===== config.mk =====
export PLATFORM = sky130hd
export DESIGN_NAME = bank_cmd_scheduler
export DESIGN_NICKNAME = d
export VERILOG_FILES = /design/src/rtl/bank_cmd_scheduler.sv
export SDC_FILE = /design/constraint.sdc
export NUM_CORES = 1
export LEC_CHECK = 0
export BUFFER_PORTS_ARGS = -buffer_cell sky130_fd_sc_hd__buf_2
export CAP_MARGIN = 5
export CORE_AREA = 4 4 445 447
export CTS_CLUSTER_DIAMETER = 60
export DETAILED_ROUTE_END_ITERATION = 10
export DIE_AREA = 0 0 449 451
export SKIP_LAST_GASP = 1
export SLEW_MARGIN = 20
export SYNTH_ARGS = -nofsm -noshare
export SYNTH_HDL_FRONTEND = slang
export SYNTH_SLANG_ARGS = --single-unit

===== constraint.sdc =====
create_clock -name clk_in -period 8 [get_ports clk_in]
set_input_delay 0.4 -clock clk_in [delete_from_list [all_inputs] [get_ports clk_in]]
set_output_delay 0.4 -clock clk_in [all_outputs]
set_load 0.02 [all_outputs]

===== src/rtl/bank_cmd_scheduler.sv =====
// Expands one decoded memory request into PRECHARGE -> ACTIVATE -> READ/WRITE pulses,
// tracking the open row of every bank and spacing commands by fixed latencies.
module bank_cmd_scheduler #(
    parameter int ROW_BITS           = 8,
    parameter int COL_BITS           = 4,
    parameter int BANK_GROUPS        = 4,
    parameter int BANKS_PER_GROUP    = 2,
    parameter int ACTIVATION_LATENCY = 8,
    parameter int PRECHARGE_LATENCY  = 5,
    parameter int BURST_CYCLES       = 8
) (
    input  logic                               clk_in,
    input  logic                               rst_in,
    input  logic                               req_valid_in,
    output logic                               req_ready_out,
    input  logic                               req_write_in,
    input  logic [ROW_BITS-1:0]                req_row_in,
    input  logic [COL_BITS-1:0]                req_col_in,
    input  logic [$clog2(BANK_GROUPS)-1:0]     req_bg_in,
    input  logic [$clog2(BANKS_PER_GROUP)-1:0] req_ba_in,
    input  logic [7:0][63:0]                   req_data_in,
    output logic                               cmd_valid_out,
    output logic [2:0]                         cmd_out,
    output logic [$clog2(BANK_GROUPS)-1:0]     cmd_bg_out,
    output logic [$clog2(BANKS_PER_GROUP)-1:0] cmd_ba_out,
    output logic [ROW_BITS-1:0]                cmd_row_out,
    output logic [COL_BITS-1:0]                cmd_col_out,
    output logic [7:0][63:0]                   cmd_data_out,
    output logic [31:0]                        hit_count_out,
    output logic [31:0]                        miss_count_out,
    output logic [31:0]                        conflict_count_out
);
    localparam int BG_W  = $clog2(BANK_GROUPS);
    localparam int BA_W  = $clog2(BANKS_PER_GROUP);
    localparam int NB    = BANK_GROUPS * BANKS_PER_GROUP;
    localparam int CNT_W = 16;

    localparam logic [2:0] CMD_READ  = 3'd0;
    localparam logic [2:0] CMD_WRITE = 3'd1;
    localparam logic [2:0] CMD_ACT   = 3'd2;
    localparam logic [2:0] CMD_PRE   = 3'd3;
    localparam logic [2:0] CMD_NONE  = 3'b111;

    localparam logic [CNT_W-1:0] PRE_LOAD   = CNT_W'(PRECHARGE_LATENCY - 1);
    localparam logic [CNT_W-1:0] ACT_LOAD   = CNT_W'(ACTIVATION_LATENCY - 1);
    localparam logic [CNT_W-1:0] BURST_LOAD = CNT_W'(BURST_CYCLES - 1);

    typedef enum logic [2:0] {
        ST_IDLE       = 3'd0,
        ST_DECIDE     = 3'd1,
        ST_PRE_WAIT   = 3'd2,
        ST_ACT_WAIT   = 3'd3,
        ST_BURST_WAIT = 3'd4
    } state_t;

    state_t              state_r, state_next_s;
    logic [CNT_W-1:0]    cnt_r, cnt_next_s;
    logic                ready_r;
    logic                cmd_valid_r;
    logic [2:0]          cmd_r;
    logic                issue_s;
    logic [2:0]          issue_cmd_s;
    logic                hit_s, miss_s, conflict_s;

    logic                lat_write_r;
    logic [ROW_BITS-1:0] lat_row_r;
    logic [COL_BITS-1:0] lat_col_r;
    logic [BG_W-1:0]     lat_bg_r;
    logic [BA_W-1:0]     lat_ba_r;
    logic [7:0][63:0]    lat_data_r;

    logic [NB-1:0]       open_valid_r;
    logic [ROW_BITS-1:0] open_row_r [NB];
    logic [BG_W+BA_W-1:0] bank_idx_s;
    logic [2:0]          col_cmd_s;
    logic [31:0]         hit_cnt_r, miss_cnt_r, conflict_cnt_r;

    // With power-of-two geometry, bg*BANKS_PER_GROUP+ba is a plain concatenation.
    assign bank_idx_s = {lat_bg_r, lat_ba_r};
    assign col_cmd_s  = lat_write_r ? CMD_WRITE : CMD_READ;

    // Next-state, command selection and request classification
    always_comb begin
        state_next_s = state_r;
        cnt_next_s   = cnt_r;
        issue_s      = 1'b0;
        issue_cmd_s  = CMD_NONE;
        hit_s        = 1'b0;
        miss_s       = 1'b0;
        conflict_s   = 1'b0;
        case (state_r)
            ST_IDLE: begin
                if (req_valid_in) begin
                    state_next_s = ST_DECIDE;
                end else begin
                    state_next_s = ST_IDLE;
                end
            end
            ST_DECIDE: begin
                issue_s = 1'b1;
                if (!open_valid_r[bank_idx_s]) begin
                    miss_s       = 1'b1;
                    issue_cmd_s  = CMD_ACT;
                    state_next_s = ST_ACT_WAIT;
                    cnt_next_s   = ACT_LOAD;
                end else if (open_row_r[bank_idx_s] == lat_row_r) begin
                    hit_s        = 1'b1;
                    issue_cmd_s  = col_cmd_s;
                    state_next_s = ST_BURST_WAIT;
                    cnt_next_s   = BURST_LOAD;
                end else begin
                    conflict_s   = 1'b1;
                    issue_cmd_s  = CMD_PRE;
                    state_next_s = ST_PRE_WAIT;
                    cnt_next_s   = PRE_LOAD;
                end
            end
            ST_PRE_WAIT: begin
                if (cnt_r == '0) begin
                    issue_s      = 1'b1;
                    issue_cmd_s  = CMD_ACT;
                    state_next_s = ST_ACT_WAIT;
                    cnt_next_s   = ACT_LOAD;
                end else begin
                    cnt_next_s = cnt_r - 1'b1;
                end
            end
            ST_ACT_WAIT: begin
                if (cnt_r == '0) begin
                    issue_s      = 1'b1;
                    issue_cmd_s  = col_cmd_s;
                    state_next_s = ST_BURST_WAIT;
                    cnt_next_s   = BURST_LOAD;
                end else begin
                    cnt_next_s = cnt_r - 1'b1;
                end
            end
            ST_BURST_WAIT: begin
                if (cnt_r == '0) begin
                    state_next_s = ST_IDLE;
                end else begin
                    cnt_next_s = cnt_r - 1'b1;
                end
            end
            default: begin
                state_next_s = ST_IDLE;
                cnt_next_s   = '0;
            end
        endcase
    end

    // State, spacing counter, ready flag and command pulse registers
    always_ff @(posedge clk_in) begin
        if (rst_in) begin
            state_r     <= ST_IDLE;
            cnt_r       <= '0;
            ready_r     <= 1'b1;
            cmd_valid_r <= 1'b0;
            cmd_r       <= CMD_NONE;
        end else begin
            state_r     <= state_next_s;
            cnt_r       <= cnt_next_s;
            ready_r     <= (state_next_s == ST_IDLE);
            cmd_valid_r <= issue_s;
            cmd_r       <= issue_cmd_s;
        end
    end

    // Request capture on accept; the latched fields drive every command of the sequence
    always_ff @(posedge clk_in) begin
        if (rst_in) begin
            lat_write_r <= 1'b0;
            lat_row_r   <= '0;
            lat_col_r   <= '0;
            lat_bg_r    <= '0;
            lat_ba_r    <= '0;
            lat_data_r  <= '0;
        end else if (req_valid_in && ready_r) begin
            lat_write_r <= req_write_in;
            lat_row_r   <= req_row_in;
            lat_col_r   <= req_col_in;
            lat_bg_r    <= req_bg_in;
            lat_ba_r    <= req_ba_in;
            lat_data_r  <= req_data_in;
        end else begin
            lat_write_r <= lat_write_r;
        end
    end

    // Open-page table: PRECHARGE closes the bank, ACTIVATE opens it at the latched row
    always_ff @(posedge clk_in) begin
        if (rst_in) begin
            open_valid_r <= '0;
            for (int i = 0; i < NB; i++) begin
                open_row_r[i] <= '0;
            end
        end else if (issue_s && (issue_cmd_s == CMD_PRE)) begin
            open_valid_r[bank_idx_s] <= 1'b0;
        end else if (issue_s && (issue_cmd_s == CMD_ACT)) begin
            open_valid_r[bank_idx_s] <= 1'b1;
            open_row_r[bank_idx_s]   <= lat_row_r;
        end else begin
            open_valid_r <= open_valid_r;
        end
    end

    // Classification counters, bumped at the end of DECIDE and wrapping naturally
    always_ff @(posedge clk_in) begin
        if (rst_in) begin
            hit_cnt_r      <= 32'd0;
            miss_cnt_r     <= 32'd0;
            conflict_cnt_r <= 32'd0;
        end else begin
            hit_cnt_r      <= hit_cnt_r + {31'd0, hit_s};
            miss_cnt_r     <= miss_cnt_r + {31'd0, miss_s};
            conflict_cnt_r <= conflict_cnt_r + {31'd0, conflict_s};
        end
    end

    assign req_ready_out      = ready_r;
    assign cmd_valid_out      = cmd_valid_r;
    assign cmd_out            = cmd_r;
    assign cmd_bg_out         = lat_bg_r;
    assign cmd_ba_out         = lat_ba_r;
    assign cmd_row_out        = lat_row_r;
    assign cmd_col_out        = lat_col_r;
    assign cmd_data_out       = lat_data_r;
    assign hit_count_out      = hit_cnt_r;
    assign miss_count_out     = miss_cnt_r;
    assign conflict_count_out = conflict_cnt_r;
endmodule


==> results of run 1 <==
where the power goes:
part	leakage [nW]	internal, W	switching (W)
sequential	6.06	0.00409	0.000290
clock	1.65	0.00265	0.00184
combinational	11.0	0.000970	0.00214
total	18.7	0.00770	0.00427
routing by layer:
metal  vias to the layer above  wire length [um]  track usage [%]
li1                      13536                 -                -
met1                     14013             62900             17.3
met2                      1135             79300             26.2
met3                       316              9760             3.69
met4                        20              9420             7.62
met5                         -               125                0
worst reg2reg max path, cell delays in order (launching register included):
cell     delay (ns)
dfxtp_1        0.95
mux4_1         0.69
mux2i_1        0.21
xor2_1         0.23
nand4_2        0.27
or2_1          0.34
nor2_1         0.22
ha_1           0.21
ha_1           0.17
and2_1         0.18
nand4_1        0.34
nor4_2         0.61
nand3_1        0.16
xor2_1         0.18
nor2_1         0.05
area by class of cell:
class / instances / area [um^2] / area share [%]
Antenna cell: 15 / 37.5 / 0.0867
Clock buffer: 133 / 2800 / 6.47
Clock inverter: 48 / 533 / 1.23
Inverter: 15 / 56.3 / 0.130
Multi-Input combinational cell: 2203 / 10800 / 24.9
Sequential cell: 723 / 15100 / 34.9
Tap cell: 2542 / 3180 / 7.35
Timing Repair Buffer: 1656 / 10800 / 24.9
sequential cells by signal, summed over array words and instances (netlist names), named ones only:
name,cells
cmd_col_out,4
req_ready_out,1
open_row_r,64
lat_write_r,1
cmd_data_out,512
cnt_r,16
conflict_count_out,32
state_r,3
cmd_bg_out,2
cmd_out,3
cmd_row_out,8
miss_count_out,32
cmd_ba_out,1
cmd_valid_out,1
hit_count_out,32
kinds of logic after synthesis:
group | count (synthesis)
and+or+nand+nor | 1453
DFF | 723
AOI/OAI and AO/OA | 616
buffers and inverters | 233
xor gates and xnor gates | 94
muxes | 32
adders and majority gates | 8
stage by stage:
| stage | util [%] | setup WS (ns) |
|---|---|---|
| global route | 22.3 | 2.55 |
| floorplan | - | 4.29 |
| finish | 22.3 | 3.02 |
| global placement | 18.1 | 3.12 |
| detailed placement | 18.1 | 3.04 |
| CTS | 22.3 | 2.94 |
cells in the final DEF, fill, tap and decap left out, drive strengths merged, types with 14 or more instances in the layout:
cell / count
a21oi: 556
and2: 67
and3: 18
buf: 1181
clkbuf: 133
clkinv: 24
dfxtp: 659
diode: 15
dlygate4sd3: 475
edfxtp: 64
inv: 32
mux2i: 16
mux4: 16
nand2: 1113
nand3: 45
nand4: 24
nor2: 113
nor2b: 14
o21ai: 19
or3: 15
xnor2: 24
xor2: 70
worst max path at each step:
stage / from / to / slack (ns) / cells after the start
6_report: flip-flop / hit_count_out[28]$_SDFF_PP0_ / 3.02 / 14
5_1_grt: flip-flop / hit_count_out[30]$_SDFF_PP0_ / 2.55 / 14
4_1_cts: flip-flop / hit_count_out[28]$_SDFF_PP0_ / 2.94 / 14
3_5_place_dp: flip-flop / hit_count_out[28]$_SDFF_PP0_ / 3.04 / 14
3_3_place_gp: flip-flop / hit_count_out[28]$_SDFF_PP0_ / 3.12 / 14
2_1_floorplan: flip-flop / hit_count_out[30]$_SDFF_PP0_ / 4.29 / 16
timing repair:
| action | 4_1_cts | 5_1_grt |
|---|---|---|
| endpoints found under the hold margin | 478 | 0 |
| resized for setup | 0 | 0 |
| hold buffers | 475 | 0 |
==> impl_metrics.tcl, run 1 <==
set metrics [dict create \
    worstPathRequired_ns 8.55 \
    cts_tree "done" \
    htreeDepth 3 \
    dp.cells 6664 \
    min-delay-path-class "in2reg" \
    clock_skew_ns 0.0330 \
    crit_chain "mux4_1, mux2i_1, xor2_1, nand4_2, or2_1, nor2_1, ha_1, ha_1, and2_1, nand4_1, nor4_2, nand3_1, xor2_1, nor2_1" \
    drc_errors 0 \
    min-delay-start "req_data_in[89]" \
    powerDensity_nw_per_um2 277 \
    outcome "complete, no violations" \
    timing.fmax_ghz 0.201 \
    cts.sinks 723 \
    clk_pin_slew_ns 0.06 \
    syn-num-nets 3698 \
    grt_pass1_wl_mm 221 \
    critPathMaxStageDelay_ns 0.95 \
    hold_viol 0 \
    synthTopCellsByCount "nand2_1 (1113), dfxtp_1 (659), a21oi_1 (555)" \
    wl_per_cell_um 22.0 \
    reg2reg_depth 14 \
    fin_area_um2 43300 \
    synth_cells 3159 \
    p_leak_nw 18.7 \
    netlist.area_leader.share_pct 49.2 \
    grt_max_degree 156 \
    nets 5236 \
    gr-total-overflow 0 \
    synth-simple-area-share_pct 22.5 \
    endpoint_kind "flip-flop" \
    relSlewSlack_pct 26.9 \
    setup_violations 0 \
    wirelength_mm 162 \
    fin_tns_setup_ns 0 \
    cp_max_fo 14 \
    area_delta_synth_final_pct 61.4 \
    place_hpwl_mm 127 \
    synth-seq-area-share_pct 56.4 \
    drive_above_1_share_pct 29.0 \
    place_congestion 0.950 \
    numCtsBuffers 98 \
    async_flop_share_pct 0 \
    io_pins 1159 \
    synth_compound_area_share_pct 12.1 \
    critical-path-slowest-cell "dfxtp_1" \
    drtIter0Drc 2255 \
    slew_viol_final 0 \
    holdWs_ns 0.0629 \
    layoutNonFillerInstCount 7335 \
    postCtsSetupRepairBufs 0 \
    peakVddDrop_uv 158 \
    worstPathArrival_ns 5.54 \
    synth_seq_cells 723 \
    synth_area_um2 26800 \
    synth_top_family_by_area "simple AND/OR/NAND/NOR gates" \
    fp.dieW_um 449 \
    viasPerCell 3.96 \
    grt_pass1_vias 28296 \
    placementRows 162 \
    root_buffer "clkbuf_16" \
    synthTopCellsByArea "dfxtp_1 (49%), nand2_1 (16%), a21oi_1 (10%), edfxtp_1 (7.2%), clkbuf_1 (2.7%)" \
    io_buffers 1158 \
    r2r_setup_slack_ns 3.02 \
    synthMuxAreaShare_pct 2.04 \
    rsz0062_at_grt "false" \
    yosysWarnings 0 \
    fillers 21526 \
    die_h_um 451 \
    grt_use_total_pct 15.1 \
    p_total_w 0.0120 \
    synth_xor_xnor_area_share_pct 3.07 \
    reg2reg_to "hit_count_out[28]$_SDFF_PP0_" \
    period_needed_ns 4.98 \
    synth_top_area_cell "dfxtp_1" \
    start_util_pct 13.8 \
    synth_edf_count 64 \
    insertion_delay_ns 0.73 \
    fp.coreArea_um2 194000 \
    period_share_pct 62.3 \
    syn_avg_cell_area_um2 8.49 \
    worst_pin_slew_ns 1.10 \
    critPathKind "reg2reg" \
    hold_depth 3 \
    ys_types 65 \
    cp_top_family "simple AND/OR/NAND/NOR gates" \
    path_buf_inv 0 \
    vias 29020 \
    holdPathEnd "cmd_data_out[89]$_SDFFE_PP0P_" \
    postPlaceCellArea_um2 35200 \
    antenna_found_initial 34 \
    synth_fa_ha_area_share_pct 0.373 \
    firstDrtPassIters 7 \
    dieArea_um2 202000 \
    worstSetupStartpointType "flip-flop" \
    clock_path_buffers 3 \
    yosysMostFrequentCell "nand2_1" \
    ant_nets 0 \
    max-cap-violations 0 \
    synthFlopType "dfxtp_1" \
]
No activity file was read; power rests on OpenSTA's default activity.
==> run 2: changes to the inputs <==
Clock period 8 ns to 4.6 ns, I/O delays scaled along.
==> run 2 against run 1 <==
Clock skew down 0.0039 ns. Die area did not move. Clock power increased by 79%. Hold slack better by 0.23 ns. Combinational power rose by 77%. Utilization rose by 0.58 points. Highest routed layer unchanged.
==> impl_metrics.tcl, run 2 (synthesis gave the netlist of run 1 again) <==
set metrics [dict create \
    outcome "complete, no violations" \
    period_needed_ns 4.18 \
    grt_pass1_wl_mm 222 \
    timing.fmax_ghz 0.239 \
    htreeDepth 3 \
    worstPathRequired_ns 5.16 \
    cts.sinks 723 \
    clock_skew_ns 0.0290 \
    fin_area_um2 44400 \
    antenna_found_initial 45 \
    clk_pin_slew_ns 0.06 \
    peakVddDrop_uv 345 \
    place_congestion 0.936 \
    root_buffer "clkbuf_16" \
    drc_errors 0 \
    hold_depth 4 \
    drive_above_1_share_pct 28.6 \
    layout_commonest_cell "buf_2" \
    p_total_w 0.0211 \
    nets 5326 \
    worstPathArrival_ns 4.74 \
    min-delay-path-class "in2reg" \
    powerDensity_nw_per_um2 476 \
    postPlaceCellArea_um2 35300 \
    cts_tree "done" \
    ant_nets 0 \
    insertion_delay_ns 0.72 \
    grt_use_total_pct 15.1 \
    drtIter0Drc 2120 \
    cts_resized 0 \
    fp.dieW_um 449 \
    die_h_um 451 \
    place_ws_ns 0.411 \
    numCtsBuffers 100 \
    viasPerCell 3.94 \
    slew_viol_final 0 \
    setup_violations 0 \
    postCtsSetupRepairBufs 0 \
    hold_viol 0 \
    firstDrtPassIters 6 \
    seqCellArea_um2 15100 \
    p_leak_nw 19.2 \
    io_buffers 1158 \
    place_hpwl_mm 127 \
    layout_common_cells "buf_2 (1157), nand2_1 (1112), dfxtp_1 (659)" \
    r2r_setup_slack_ns 0.42 \
    worst_pin_slew_ns 1.25 \
    period_share_pct 90.8 \
    vias 29288 \
    grt_max_degree 180 \
    rsz0062_at_grt "false" \
    fillers 21366 \
    start_util_pct 13.8 \
    multi_input_area_um2 10800 \
    cp_max_fo 14 \
    setup_slack_ns 0.424 \
    area_delta_synth_final_pct 65.6 \
    clock_path_buffers 3 \
    dieArea_um2 202000 \
    wirelength_mm 161 \
    relSlewSlack_pct 16.5 \
    worstSetupStartpointType "flip-flop" \
    max-cap-violations 0 \
    fp.coreArea_um2 194000 \
    endpoint_kind "flip-flop" \
    gr-total-overflow 0 \
    wl_per_cell_um 21.7 \
    largest_reg_flops 512 \
    critPathKind "reg2reg" \
    grt_pass1_vias 28808 \
    fin_tns_setup_ns 0 \
    reg2reg_depth 15 \
    placementRows 162 \
    io_pins 1159 \
]
run 2: worst max-delay path: stages (launching register included):
cell     delay (ns)
dfxtp_1        0.31
buf_4          0.28
mux4_1         0.60
mux2i_1        0.22
xor2_1         0.20
nand4_2        0.27
or2_1          0.34
nor2_1         0.21
ha_1           0.21
ha_1           0.17
and2_1         0.19
nand4_1        0.15
nor4_2         0.48
nand3_1        0.16
xor2_1         0.17
nor2_1         0.06
run 2: layer usage:
layer	up-vias	global-route usage, %	routed length (um)
met5	-	0	65
met4	10	6.60	7470
met3	284	3.35	10300
met2	1194	27.0	81600
met1	14072	17.3	61700
li1	13728	-	-
run 2: what timing repair did:
action	CTS	global route
hold buffers	561	0
setup endpoints to repair	0	0
hold endpoints to repair	587	0
run 2: cell type report:
class	count	area share, %
inverters	15	0.127
repair buffers	1744	26.5
clock inverters	57	1.61
multi-input cells	2203	24.3
clock buffers	128	6.19
flip-flops and latches	723	34.0
well taps	2542	7.16
diodes	27	0.152
run 2: where the power goes:
part           leakage, nW  switching [W]  internal (W)
registers             6.06       0.000475       0.00711
logic                 11.5        0.00372       0.00178
clock network         1.68        0.00329       0.00476
run 2: worst paths after layout:
check	from	end
min	req_data_in[219]	cmd_data_out[219]$_SDFFE_PP0P_
max reg2reg	flip-flop	hit_count_out[26]$_SDFF_PP0_
max	flip-flop	hit_count_out[26]$_SDFF_PP0_
min reg2reg	cmd_data_out[511]$_SDFFE_PP0P_	cmd_data_out[511]$_SDFFE_PP0P_
run 2: metrics by stage:
stage,util [%],instances,hold slack [ns]
floorplan,-,3159,0.366
global placement,18.2,6666,0.438
detailed placement,18.2,6666,0.443
CTS,22.8,7412,0.187
global route,22.9,7429,0.244
finish,22.9,7439,0.296
==> run 3: changes to the inputs <==
Settings changed: PLACE_DENSITY set to 0.33.
==> run 3 against run 2 <==
Via count shrank 4.6%. Routed wire length decreased by 20%. Combinational power shrank 4.4%. Register-to-register slack improved by 0.04 ns. Sequential power hardly changed. Hold slack worse by 0.0055 ns. Clock-buffer cell count up 22. Global-route usage down 3.1 points. Critical endpoint is now conflict_count_out[19]$_SDFF_PP0_.
==> impl_metrics.tcl, run 3 (synthesis gave the netlist of run 1 again) <==
set metrics [dict create \
    clock_skew_ns 0.0368 \
    wl_per_cell_um 17.2 \
    fillers 21753 \
    htreeDepth 3 \
    cts_tree "done" \
    drc_errors 0 \
    wl_met2_mm 62.0 \
    place_congestion 0.845 \
    fin_tns_setup_ns 0 \
    wirelength_mm 128 \
    die_h_um 451 \
    place_hpwl_mm 94.7 \
    ant_nets 0 \
    layout_common_cells "buf_2 (1157), nand2_1 (1112), dfxtp_1 (659)" \
    drtIter0Drc 1408 \
    m1WireLength_mm 56.4 \
    worst_pin_slew_ns 1.13 \
    powerDensity_nw_per_um2 468 \
    worstPathRequired_ns 5.25 \
    rsz0062_at_grt "false" \
    dieArea_um2 202000 \
    viasPerCell 3.75 \
    io_buffers 1158 \
    clk_pin_slew_ns 0.06 \
    clock_path_buffers 3 \
    relSlewSlack_pct 24.9 \
    gr-total-overflow 0 \
    slew_viol_final 0 \
    start_util_pct 13.8 \
    fp.coreArea_um2 194000 \
    area_delta_synth_final_pct 66.2 \
    postCtsSetupRepairBufs 0 \
    placementRows 162 \
    peakVddDrop_uv 274 \
    period_share_pct 89.8 \
    outcome "complete, no violations" \
    io_pins 1159 \
    cp_max_fo 18 \
    setup_violations 0 \
    period_needed_ns 4.13 \
    grt_pass1_vias 27990 \
    firstDrtPassIters 5 \
    min-delay-path-class "in2reg" \
    vias 27940 \
    endpoint_kind "flip-flop" \
    max-cap-violations 0 \
    grt_use_total_pct 12.1 \
    numCtsBuffers 102 \
    worstSetupStartpointType "flip-flop" \
    cts.sinks 723 \
    maxUsedRoutingLayer "met5" \
    fin_area_um2 44600 \
    nets 5361 \
    antenna_found_initial 7 \
    worstPathArrival_ns 4.78 \
    largest_reg_flops 512 \
    fp.dieW_um 449 \
    seqCellArea_um2 15100 \
    insertion_delay_ns 0.73 \
    timing.fmax_ghz 0.242 \
    hold_viol 0 \
    wl_met3_mm 7.34 \
    drive_above_1_share_pct 29.0 \
    grt_max_degree 170 \
    p_leak_nw 19.4 \
    root_buffer "clkbuf_16" \
    multi_input_area_um2 10800 \
    grt_pass1_wl_mm 188 \
    layout_commonest_cell "buf_2" \
    critPathKind "reg2reg" \
    postPlaceCellArea_um2 35500 \
]
[run 3: cell count changes in the layout (fill, tap and decap cells not counted), moves of 2 or more]
cell,delta
diode_2,-23
clkbuf_1,+9
inv_8,-6
clkbuf_8,+9
buf_4,+36
clkbuf_16,+3
inv_6,-5
clkinv_4,-4
buf_12,-2
bufinv_16,-3
[run 3: metal layers]
metal | vias to the layer above | GRT usage, %
li1 | 13771 | -
met1 | 13279 | 15.3
met2 | 729 | 20.4
met3 | 159 | 3.21
met4 | 2 | 3.03
met5 | - | 0
[run 3: stage by stage]
| step | power (W) | cells | utilization [%] | setup WS [ns] | hold WS, ns |
|---|---|---|---|---|---|
| 2_1_floorplan | 0.0105 | 3159 | - | 0.888 | 0.366 |
| 3_3_place_gp | 0.0126 | 6700 | 18.3 | 0.288 | 0.439 |
| 3_5_place_dp | 0.0126 | 6700 | 18.3 | 0.283 | 0.443 |
| 4_1_cts | 0.0213 | 7449 | 22.9 | 0.258 | 0.175 |
| 5_1_grt | 0.0220 | 7451 | 22.9 | 0.0555 | 0.215 |
| 6_report | 0.0208 | 7453 | 22.9 | 0.469 | 0.291 |
[run 3: area by class of cell]
type                       count  share of cell area, %
clock inverter                39                   1.06
multi-input combinational   2203                   24.2
tap                         2542                   7.14
clock buffer                 150                   6.71
sequential                   723                   33.9
antenna                        4                 0.0225
inverter                      15                  0.126
timing repair buffer        1777                   26.9
[run 3: report_power, final]
part	leakage, nW	switching [W]	internal [W]
clock network	1.68	0.00320	0.00481
logic	11.6	0.00343	0.00184
registers	6.06	0.000447	0.00711
[run 3: timing repair]
item | CTS | global route
hold buffers | 560 | 0
endpoints found under the hold margin | 552 | 0
resized for setup | 0 | 1
setup endpoints to repair | 0 | 3
[run 3: critical path, cell delays in order, from the launching register on]
cell and delay (ns):
dfxtp_1 0.31, buf_4 0.32, mux2i_1 0.14, mux4_1 0.53, xor2_1 0.17, nand4_2 0.25
nor2_4 0.12, nor2_1 0.23, ha_1 0.21, nand3_1 0.17, nor4_1 0.45, and3_1 0.47
nand2_1 0.18, or3_1 0.34, a21oi_1 0.14
[run 3: final timing paths]
kind / depth (start not counted) / slack, ns / endpoint / from
setup / recovery: 14 / 0.47 / conflict_count_out[19]$_SDFF_PP0_ / flip-flop
hold / removal: 4 / 0.29 / cmd_data_out[39]$_SDFFE_PP0P_ / req_data_in[39]
setup reg to reg: 14 / 0.47 / conflict_count_out[19]$_SDFF_PP0_ / flip-flop
hold reg to reg: 2 / 0.45 / cmd_data_out[224]$_SDFFE_PP0P_ / cmd_data_out[224]$_SDFFE_PP0P_
